<file path="config.mk">
export PLATFORM = sky130hd
export DESIGN_NAME = iob_ibus_dbus_arbiter
export DESIGN_NICKNAME = d
export VERILOG_FILES = /design/src/rtl/iob_ibus_dbus_arbiter.sv
export SDC_FILE = /design/constraint.sdc
export NUM_CORES = 1
export LEC_CHECK = 0
export ABC_AREA = 0
export BUFFER_PORTS_ARGS = -buffer_cell sky130_fd_sc_hd__buf_4
export CAP_MARGIN = 0
export CORE_AREA = 2 2 106 108
export CTS_BUF_LIST = sky130_fd_sc_hd__clkbuf_4
export DETAILED_ROUTE_END_ITERATION = 10
export DIE_AREA = 0 0 108 110
export PLACE_DENSITY_LB_ADDON = 0.2
export SYNTH_ARGS = -nofsm -noshare
export SYNTH_HDL_FRONTEND = slang
export SYNTH_SLANG_ARGS = --single-unit
</file>
<file path="constraint.sdc">
create_clock -name clk_i -period 6.9 [get_ports clk_i]
set_input_delay 2.07 -clock clk_i [delete_from_list [all_inputs] [get_ports clk_i]]
set_output_delay 2.07 -clock clk_i [all_outputs]
set_load 0.1 [all_outputs]
</file>
<file path="src/rtl/iob_ibus_dbus_arbiter.sv">
// 2:1 round-robin arbiter merging the CPU instruction bus (ibus) and data bus
// (dbus) onto a single IOb native memory port. The grant is held while a
// request waits for m_ready_i, and an owner FIFO records who issued each
// accepted read so in-order responses are routed back to the right requester.
module iob_ibus_dbus_arbiter #(
  parameter int ADDR_W     = 32,
  parameter int DATA_W     = 32,
  parameter int OUTS_DEPTH = 4
) (
  input  logic                clk_i,
  input  logic                cke_i,
  input  logic                arst_i,
  input  logic                i_valid_i,
  input  logic [ADDR_W-1:0]   i_addr_i,
  output logic                i_ready_o,
  output logic [DATA_W-1:0]   i_rdata_o,
  output logic                i_rvalid_o,
  input  logic                d_valid_i,
  input  logic [ADDR_W-1:0]   d_addr_i,
  input  logic [DATA_W-1:0]   d_wdata_i,
  input  logic [DATA_W/8-1:0] d_wstrb_i,
  output logic                d_ready_o,
  output logic [DATA_W-1:0]   d_rdata_o,
  output logic                d_rvalid_o,
  output logic                m_valid_o,
  output logic [ADDR_W-1:0]   m_addr_o,
  output logic [DATA_W-1:0]   m_wdata_o,
  output logic [DATA_W/8-1:0] m_wstrb_o,
  input  logic                m_ready_i,
  input  logic [DATA_W-1:0]   m_rdata_i,
  input  logic                m_rvalid_i,
  output logic                err_o
);

  localparam int IDX_W = $clog2(OUTS_DEPTH);
  localparam int PTR_W = IDX_W + 1;

  // Owner encoding, also used for the lock owner and last_grant
  localparam logic OWN_I = 1'b0;
  localparam logic OWN_D = 1'b1;

  logic                  lock_q, lock_d;
  logic                  lock_own_q, lock_own_d;
  logic                  last_q, last_d;
  logic                  err_q, err_d;
  logic [OUTS_DEPTH-1:0] own_fifo_q, own_fifo_d;
  logic [PTR_W-1:0]      wptr_q, wptr_d;
  logic [PTR_W-1:0]      rptr_q, rptr_d;
  logic [PTR_W-1:0]      count;

  logic full, empty;
  logic gnt_req, gnt_own, gnt_read;
  logic accept, push, pop, head_own;

  // Pointers carry one extra wrap bit so full and empty are distinguishable
  assign count = wptr_q - rptr_q;
  assign full  = (count == PTR_W'(OUTS_DEPTH));
  assign empty = (count == '0);

  // Grant selection: locked owner first, then single requester, then round-robin
  always_comb begin
    gnt_own = OWN_I;
    gnt_req = 1'b0;
    if (lock_q) begin
      gnt_own = lock_own_q;
      gnt_req = (lock_own_q == OWN_I) ? i_valid_i : d_valid_i;
    end else if (i_valid_i && d_valid_i) begin
      gnt_own = (last_q == OWN_I) ? OWN_D : OWN_I;
      gnt_req = 1'b1;
    end else if (i_valid_i) begin
      gnt_own = OWN_I;
      gnt_req = 1'b1;
    end else if (d_valid_i) begin
      gnt_own = OWN_D;
      gnt_req = 1'b1;
    end
  end

  assign gnt_read  = (gnt_own == OWN_I) | (d_wstrb_i == '0);

  // Reset also masks the request so the port stays quiet while arst_i is high
  assign m_valid_o = gnt_req & ~full & ~arst_i;
  assign m_addr_o  = (gnt_own == OWN_I) ? i_addr_i : d_addr_i;
  assign m_wdata_o = (gnt_own == OWN_I) ? '0 : d_wdata_i;
  assign m_wstrb_o = (gnt_own == OWN_I) ? '0 : d_wstrb_i;

  assign accept    = m_valid_o & m_ready_i;
  assign i_ready_o = accept & (gnt_own == OWN_I);
  assign d_ready_o = accept & (gnt_own == OWN_D);
  assign push      = accept & gnt_read;

  assign head_own   = own_fifo_q[rptr_q[IDX_W-1:0]];
  assign pop        = m_rvalid_i & ~empty & ~arst_i;
  assign i_rvalid_o = pop & (head_own == OWN_I);
  assign d_rvalid_o = pop & (head_own == OWN_D);
  assign i_rdata_o  = m_rdata_i;
  assign d_rdata_o  = m_rdata_i;
  assign err_o      = err_q;

  // Next-state for lock, round-robin history, owner FIFO and error flag
  always_comb begin
    lock_d     = lock_q;
    lock_own_d = lock_own_q;
    last_d     = last_q;
    err_d      = err_q;
    own_fifo_d = own_fifo_q;
    wptr_d     = wptr_q;
    rptr_d     = rptr_q;
    if (accept) begin
      lock_d = 1'b0;
      last_d = gnt_own;
    end else if (m_valid_o && !m_ready_i) begin
      lock_d     = 1'b1;
      lock_own_d = gnt_own;
    end
    if (push) begin
      own_fifo_d[wptr_q[IDX_W-1:0]] = gnt_own;
      wptr_d = wptr_q + PTR_W'(1);
    end
    if (pop) begin
      rptr_d = rptr_q + PTR_W'(1);
    end
    if (m_rvalid_i && empty) begin
      err_d = 1'b1;
    end
  end

  // State registers: synchronous reset has priority, cke_i gates every update
  always_ff @(posedge clk_i) begin
    if (arst_i) begin
      lock_q     <= 1'b0;
      lock_own_q <= OWN_I;
      last_q     <= OWN_D;
      err_q      <= 1'b0;
      own_fifo_q <= '0;
      wptr_q     <= '0;
      rptr_q     <= '0;
    end else if (cke_i) begin
      lock_q     <= lock_d;
      lock_own_q <= lock_own_d;
      last_q     <= last_d;
      err_q      <= err_d;
      own_fifo_q <= own_fifo_d;
      wptr_q     <= wptr_d;
      rptr_q     <= rptr_d;
    end
  end

endmodule

</file>
# Word level (Yosys, flattened, before mapping)

Index checks and enable logic that the tools add are counted.

Register bits: 14
Bits of input ports: 139
Output and inout bits: 138
Word-level logic and storage cells: 64

$add $sub $neg: 3
$lt $le $gt $ge: 3
Eq/ne operators: 1
Muxes and demuxes: 19
Bitwise logic cells: 17
Reduce and logical (&&, ||, !) cells: 14

Operators by type and width:

| cell                                                                                 | count |
|---|---|
| 32-bit two-way mux                                                                   | 2 |
| 1-bit two-way mux                                                                    | 13 |
| 1-bit AND                                                                            | 10 |
| 2-bit AND reduction                                                                  | 5 |
| 3-bit by 1-bit adder with 3-bit output (second input constant)                       | 2 |
| 2-bit by 3-bit < comparator with 1-bit output (second input constant)                | 2 |
| 1-bit NOT                                                                            | 6 |
| 4-bit bitwise mux                                                                    | 1 |
| 1-bit logical AND                                                                    | 4 |
| 4-bit logical NOT                                                                    | 1 |
| 4-bit two-way mux                                                                    | 1 |
| 3-bit equality test (second input constant)                                          | 1 |
| 3-bit logical NOT                                                                    | 1 |
| 3-bit AND reduction                                                                  | 1 |
| 3-bit subtractor                                                                     | 1 |
| 1-bit binary-select mux with 2-bit select                                            | 1 |
| 1-bit demux with 2-bit select                                                        | 1 |
| 2-bit by 1-bit greater-or-equal comparator with 1-bit output (second input constant) | 1 |
| 2-bit nonzero test                                                                   | 1 |
| 1-bit logical NOT                                                                    | 1 |
| 1-bit bitwise OR                                                                     | 1 |

# Depth between registers and ports, before layout

Gate-level depths: netlist of run 1.

Depth after elaboration: 9
Depth in mapped cells: 7
Mapped depth without buffers: 7

# Least setup slack after synthesis of run 1

Ideal clock, no wire load.

Kind: input -> output
Start: input port arst_i
End: output port d_rvalid_o
Arrival: 4,691 ps
Data required time: 4,830 ps
Path slack: 139 ps
Stages on the path: 3
Path buffers: 2
Cells stage by stage: clkbuf_1 -> clkbuf_1 -> nor3b_1

Word-level cells in the longest chain between the ends: 3

Ends and longest elaborated chain:

| item               | RTL line | source |
|---|---|---|
| start: declaration | 12       | `input logic arst_i,` |
| 1-bit NOT          | 93       | `assign pop = m_rvalid_i & ~empty & ~arst_i;` |
| 1-bit AND          | 93       |  |
| 1-bit AND          | 95       | `assign d_rvalid_o = pop & (head_own == OWN_D);` |
| end: declaration   | 24       | `output logic d_rvalid_o,` |

Every way passes these cells.

# Final worst setup path of run 1

Start: input port d_valid_i
End: output port m_addr_o[11]

Word-level cells in the longest chain between the ends: 5
Elaborated cells on any way between the ends: 6
Classes of those cells: 5 x mux; 1 x reduce/logical

Ends and longest elaborated chain:

| item                 | RTL line | source |
|---|---|---|
| start: declaration   | 18       | `input logic d_valid_i,` |
| 1-bit two-way mux    | 73       | `end else if (d_valid_i) begin` |
| 1-bit two-way mux    | 70       | `end else if (i_valid_i) begin` |
| 1-bit two-way mux *  | 67       | `end else if (i_valid_i && d_valid_i) begin` |
| 1-bit two-way mux *  | 64       | `if (lock_q) begin` |
| 32-bit two-way mux * | 83       | `assign m_addr_o = (gnt_own == OWN_I) ? i_addr_i : d_addr_i;` |
| end: declaration     | 26       | `output logic [ADDR_W-1:0] m_addr_o,` |

Mark *: on every way between the ends. The rest lies on a longest branch, timed or not.

==> results of run 1 <==
cell type report:
| cell class | instances | area [µm²] |
|---|---|---|
| fillers | 1157 | 7660 |
| repair buffers | 182 | 1370 |
| multi-input cells | 137 | 1170 |
| flip-flops and latches | 14 | 280 |
| well taps | 140 | 175 |
| clock buffers | 3 | 22.5 |
| inverters | 4 | 15.0 |
| clock inverters | 1 | 3.75 |
routing by layer:
layer,vias up,global-route usage (%)
met5,-,0
met3,22,2.06
met4,0,3.48
li1,929,-
met1,856,11.0
met2,126,16.1
synthesized netlist by cell type, drive strengths merged (3+ instances only):
master	number
inv	4
and2	4
dfxtp	14
a21oi	3
a311oi	5
nor3	3
mux2i	4
nor2	6
buf	65
nor2b	38
a31oi	4
mux2	32
nand3	4
clkbuf	9
xnor2	4
nand2	4
ha	7
final timing paths:
check                              start                         end  slack (ns)
setup / recovery               d_valid_i                m_addr_o[11]        1.15
hold / removal        err_o$_SDFFE_PP0P_          err_o$_SDFFE_PP0P_        0.51
setup reg to reg  wptr_q[0]$_SDFFE_PP0P_  own_fifo_q[1]$_SDFFE_PP0P_        4.80
hold reg to reg       err_o$_SDFFE_PP0P_          err_o$_SDFFE_PP0P_        0.51
critical path: cells and delay by family:
kind	cells	cell delay, ns
compound gates	1	0.14
mux	2	0.58
buf+inv	3	0.84
power groups by stage:
stage / Combinational [mW] / Sequential, mW / Clock, mW
global route: 0.417 / 0.0875 / 0.0561
detailed placement: 0.403 / 0.0889 / 0
CTS: 0.404 / 0.0870 / 0.0513
global placement: 0.404 / 0.0887 / 0
floorplan: 0.469 / 0.0921 / 0
finish: 0.401 / 0.0869 / 0.0490
metrics by stage:
| step | setup slack (ns) | utilization (%) | instance area [µm²] |
|---|---|---|---|
| floorplan | 0.139 | - | 1970 |
| global placement | 1.18 | 28.1 | 3010 |
| detailed placement | 1.14 | 28.1 | 3010 |
| CTS | 1.14 | 28.4 | 3030 |
| global route | 1.05 | 28.4 | 3030 |
| finish | 1.15 | 28.4 | 3030 |
flip-flops by register name, summed over array words and instances, names as in the netlist:
register,flops
last_q,1
err_o,1
lock_q,1
rptr_q,3
wptr_q,3
own_fifo_q,4
lock_own_q,1
cell families after synthesis:
kind of cell | synth area share [%]
buffers and inverters | 27.1
AND/OR/NAND/NOR | 19.2
multiplexers | 21.4
AO/OA/AOI/OAI | 10.7
flip-flops | 14.2
adder cells (fa/ha/maj) | 4.44
XOR/XNOR | 2.98
==> results.yml, run 1 <==
run_status:
  status: "finished, final reports clean"
finish:
  n_antenna_cell: 0
  layout-drive-gt1-share_pct: 66.6
  fin_nets: 488
  layout_commonest_cell: "buf_4"
  area_growth_pct: 53.8
  finalNonFillerCells: 481
  layout_common_cells: "buf_4, nor2b_1, mux2_2, dfxtp_1, ha_1"
timing:
  tns_ns: 0
  fmax_ghz: 0.174
  slew_violations: 0
  fin_crit_ns: 5.75
  rsz0062_at_grt: "false"
  finalHoldViolCount: 0
  setup_violations: 0
  fin_skew_ns: 0.00239
  holdWs_ns: 0.509
  min_period_over_period_pct: 83.3
  maxSlewHeadroom_pct: 52.7
  worst_slew_pin_slew_ns: 0.703
synthesis:
  netlist_area_um2: 1970
  synth_cell_types: 38
  synth_ff_type: "dfxtp_1"
  synth_area_leaders: "buf_4, mux2_2, dfxtp_1"
  netlist_instances: 229
  ys_seq_elements: 14
  synth_edf_count: 0
  synth.avg_cell_area_um2: 8.62
  ys_warn_count: 0
  async_reset_ff_share_pct: 0
  yosys.area.top_type: "buf_4"
  seq_area_frac_synth_pct: 14.2
  synth_nets: 375
  synth_top_cell_area_share_pct: 24.4
cts:
  cts_buffers: 3
  cts_buffer_depth: 2
  clk_latency_ns: 0.28
  cts_setup_buffers: 0
  cts.clk_slew.worst_paths_ns: 0.09
  cts.sink_count: 14
  clockRootBuffer: "clkbuf_4"
  htreeDepth: 1
  cts_tree: "built"
  holdBufCountCts: 0
  cts_resized: 0
pwr:
  finalPower_mw: 0.537
  swShare_pct: 59.7
  p_int_mw: 0.216
  switchingPower_mw: 0.321
  pwr-share-seq_pct: 16.2
  ir_drop_uv: 66.1
  p_per_area_nw_per_um2: 177
  clkPwrFrac_pct: 9.1
  p_leak_nw: 1.40
  p_comb_share_pct: 74.7
drt:
  wirelength_met1_um: 2290
  vias_per_cell: 4.02
  wl_met2_um: 3160
  wl_per_cell_um: 13.1
  drc_errors: 0
  met3WireLength_um: 696
  ant_nets: 0
  topRoutingLayerUsed: "met4"
  wirelength_um: 6320
  via_count: 1933
  drtIter0Drc: 54
  first_pass_iters: 4
critical_path:
  critPathMaxFanout: 53
  max_stage_delay_ns: 0.49
  critPathCaptureType: "output pin"
  cp_cell_sequence: "buf_4, a21boi_0, mux2i_4, buf_4, mux2_2, buf_4"
  crit_top_cell: "buf_4"
  slowest_stage: "buf_4"
  cp.required_ns: 4.83
  worstRegToRegCells: 7
  worst_setup_path_start_kind: "input pin"
  setup.worst_path.class: "input pin to output pin"
  crit_arrival_ns: 3.68
grt:
  grt_max_degree: 54
  grtUsageTotal_pct: 9.21
  grt_overflow: 0
  antenna_found_initial: 0
  grt_pass1_vias: 1836
  grt_pass1_wl_um: 8810
die:
  num_rows: 38
  ios: 277
  dieArea_um2: 11900
  core_um2: 10700
  fp.dieW_um: 108
  start_util_pct: 18.4
  die_y_um: 110
run:
  drv_cap: 0
placed_design:
  gp_congestion: 0.685
  io_buffers: 180
  placed_cells: 477
  dpl.hpwl_um: 5360
hold_path:
  whs_path_depth: 2
  hold_path.class: "flip-flop to flip-flop"
No activity file was read; power rests on OpenSTA's default activity.
==> inputs of run 2 (changes only) <==
==> constraint.sdc (replaced) <==
create_clock -name clk_i -period 5.85 [get_ports clk_i]
set_input_delay 1.755 -clock clk_i [delete_from_list [all_inputs] [get_ports clk_i]]
set_output_delay 1.755 -clock clk_i [all_outputs]
set_load 0.1 [all_outputs]
==> run 2 against run 1 <==
Cell area rose by 0.21%. Flip-flop and latch count did not move. Final cell count shrank 0.21%.
==> results.yml, run 2 (synthesis gave the netlist of run 1 again) <==
finish:
  largest_reg_flops: 4
  layout_common_cells: "buf_4, nor2b_1, mux2_2, dfxtp_1, ha_1"
  regMostFlops: "own_fifo_q"
  n_antenna_cell: 0
  largest_registers: "own_fifo_q x4, rptr_q x3, wptr_q x3"
  area_growth_pct: 54.1
  fin_nets: 488
  layout-drive-gt1-share_pct: 67.4
  layout_commonest_cell: "buf_4"
  finalNonFillerCells: 480
placed_design:
  dpl.hpwl_um: 5760
  io_buffers: 180
  gp_congestion: 0.828
  placed_cells: 477
timing:
  finalHoldViolCount: 0
  fin_skew_ns: 0.000965
  maxSlewHeadroom_pct: 48.6
  slew_violations: 0
  setup_violations: 0
  rsz0062_at_grt: "false"
  fmax_ghz: 0.195
  worst_slew_pin_slew_ns: 0.764
  tns_ns: 0
  min_period_over_period_pct: 87.8
  fin_crit_ns: 5.14
drt:
  vias_per_cell: 3.94
  wirelength_um: 6790
  via_count: 1889
  first_pass_iters: 4
  wl_per_cell_um: 14.1
  drc_errors: 0
  drtIter0Drc: 57
  ant_nets: 0
pwr:
  ir_drop_uv: 96.8
  p_per_area_nw_per_um2: 208
  p_leak_nw: 1.41
critical_path:
  r2r-end: "own_fifo_q[2]$_SDFFE_PP0P_"
  r2r_setup_slack_ns: 3.76
  worst_setup_path_start_kind: "input pin"
  critPathCaptureType: "output pin"
  crit_top_cell: "buf_4"
  cp_cell_sequence: "buf_4, a21boi_0, mux2i_4, buf_4, mux2_2, buf_4"
  slowest_stage: "buf_4"
  rr_startpoint: "wptr_q[0]$_SDFFE_PP0P_"
  max_stage_delay_ns: 0.50
  crit_arrival_ns: 3.38
  worst-path-buf-inv: 3
  cp.required_ns: 4.09
  setup.worst_path.class: "input pin to output pin"
  worstRegToRegCells: 7
  cp_top_family: "buffers and inverters"
  critPathMaxFanout: 55
grt:
  grt_overflow: 0
  grt_pass1_wl_um: 9720
  grt_pass1_vias: 1817
  grt_max_degree: 56
  antenna_found_initial: 0
  grtUsageTotal_pct: 10.6
cts:
  clk_latency_ns: 0.28
  cts_tree: "built"
  clockRootBuffer: "clkbuf_4"
  cts.clk_slew.worst_paths_ns: 0.08
  cts_buffers: 3
  cts_setup_buffers: 0
  htreeDepth: 1
  cts_resized: 0
  cts_buffer_depth: 2
  holdBufCountCts: 0
  cts.sink_count: 14
hold_path:
  min_to: "err_o$_SDFFE_PP0P_"
  whs_path_depth: 2
  hold_path.class: "flip-flop to flip-flop"
  min-delay-start: "err_o$_SDFFE_PP0P_"
run:
  drv_cap: 0
die:
  ios: 277
  fp.dieW_um: 108
  die_y_um: 110
  core_um2: 10700
  start_util_pct: 18.4
  num_rows: 38
  dieArea_um2: 11900
run_status:
  status: "finished, final reports clean"
-- run 2: changes by cell type in the layout (fill, tap and decap cells not counted), sizes merged --
cell    before  now
clkinv       1    0
-- run 2: worst register-to-register path, stage by stage (launching register included) --
cell      delay, ns
dfxtp_1        0.35
inv_1          0.14
ha_1           0.16
nor2b_1        0.26
xnor2_2        0.22
a211oi_4       0.49
and2_4         0.27
a311oi_1       0.09
-- run 2: area by class of cell --
type / instances / area [µm²]
Clock buffer: 3 / 22.5
Timing Repair Buffer: 182 / 1370
Tap cell: 140 / 175
Sequential cell: 14 / 280
Inverter: 4 / 15.0
Fill cell: 1135 / 7660
Multi-Input combinational cell: 137 / 1180
-- run 2: per-layer routing --
layer / track usage [%] / part of all wire (%) / vias to the layer above
li1: - / - / 932
met1: 11.8 / 37 / 823
met2: 20.0 / 51 / 106
met3: 2.47 / 9.8 / 28
met4: 2.84 / 2.1 / 0
met5: 0 / 0 / -
-- run 2: worst max path at each step --
stage,start,to,cells after the start
after CTS,d_valid_i,m_addr_o[9],6
after global placement,d_valid_i,m_addr_o[9],6
after floorplan,arst_i,d_ready_o,5
after detailed placement,d_valid_i,m_addr_o[9],6
final,d_valid_i,m_addr_o[9],6
after global routing,d_valid_i,m_addr_o[9],6
-- run 2: through the flow --
step | hold slack (ns) | area (µm²) | util (%) | power, mW | setup WS [ns]
after detailed placement | 0.469 | 3020 | 28.2 | 0.584 | 0.703
after CTS | 0.490 | 3040 | 28.4 | 0.640 | 0.704
after global routing | 0.505 | 3040 | 28.4 | 0.659 | 0.607
after floorplan | 0.477 | 1980 | - | 0.662 | 0.169
final | 0.483 | 3040 | 28.4 | 0.633 | 0.711
after global placement | 0.455 | 3020 | 28.2 | 0.583 | 0.719
-- run 2: power by group --
group | internal [mW] | switching [mW] | total (mW)
clock | 0.0239 | 0.0311 | 0.0550
sequential | 0.0986 | 0.00347 | 0.102
combinational | 0.132 | 0.344 | 0.476
total | 0.254 | 0.379 | 0.633
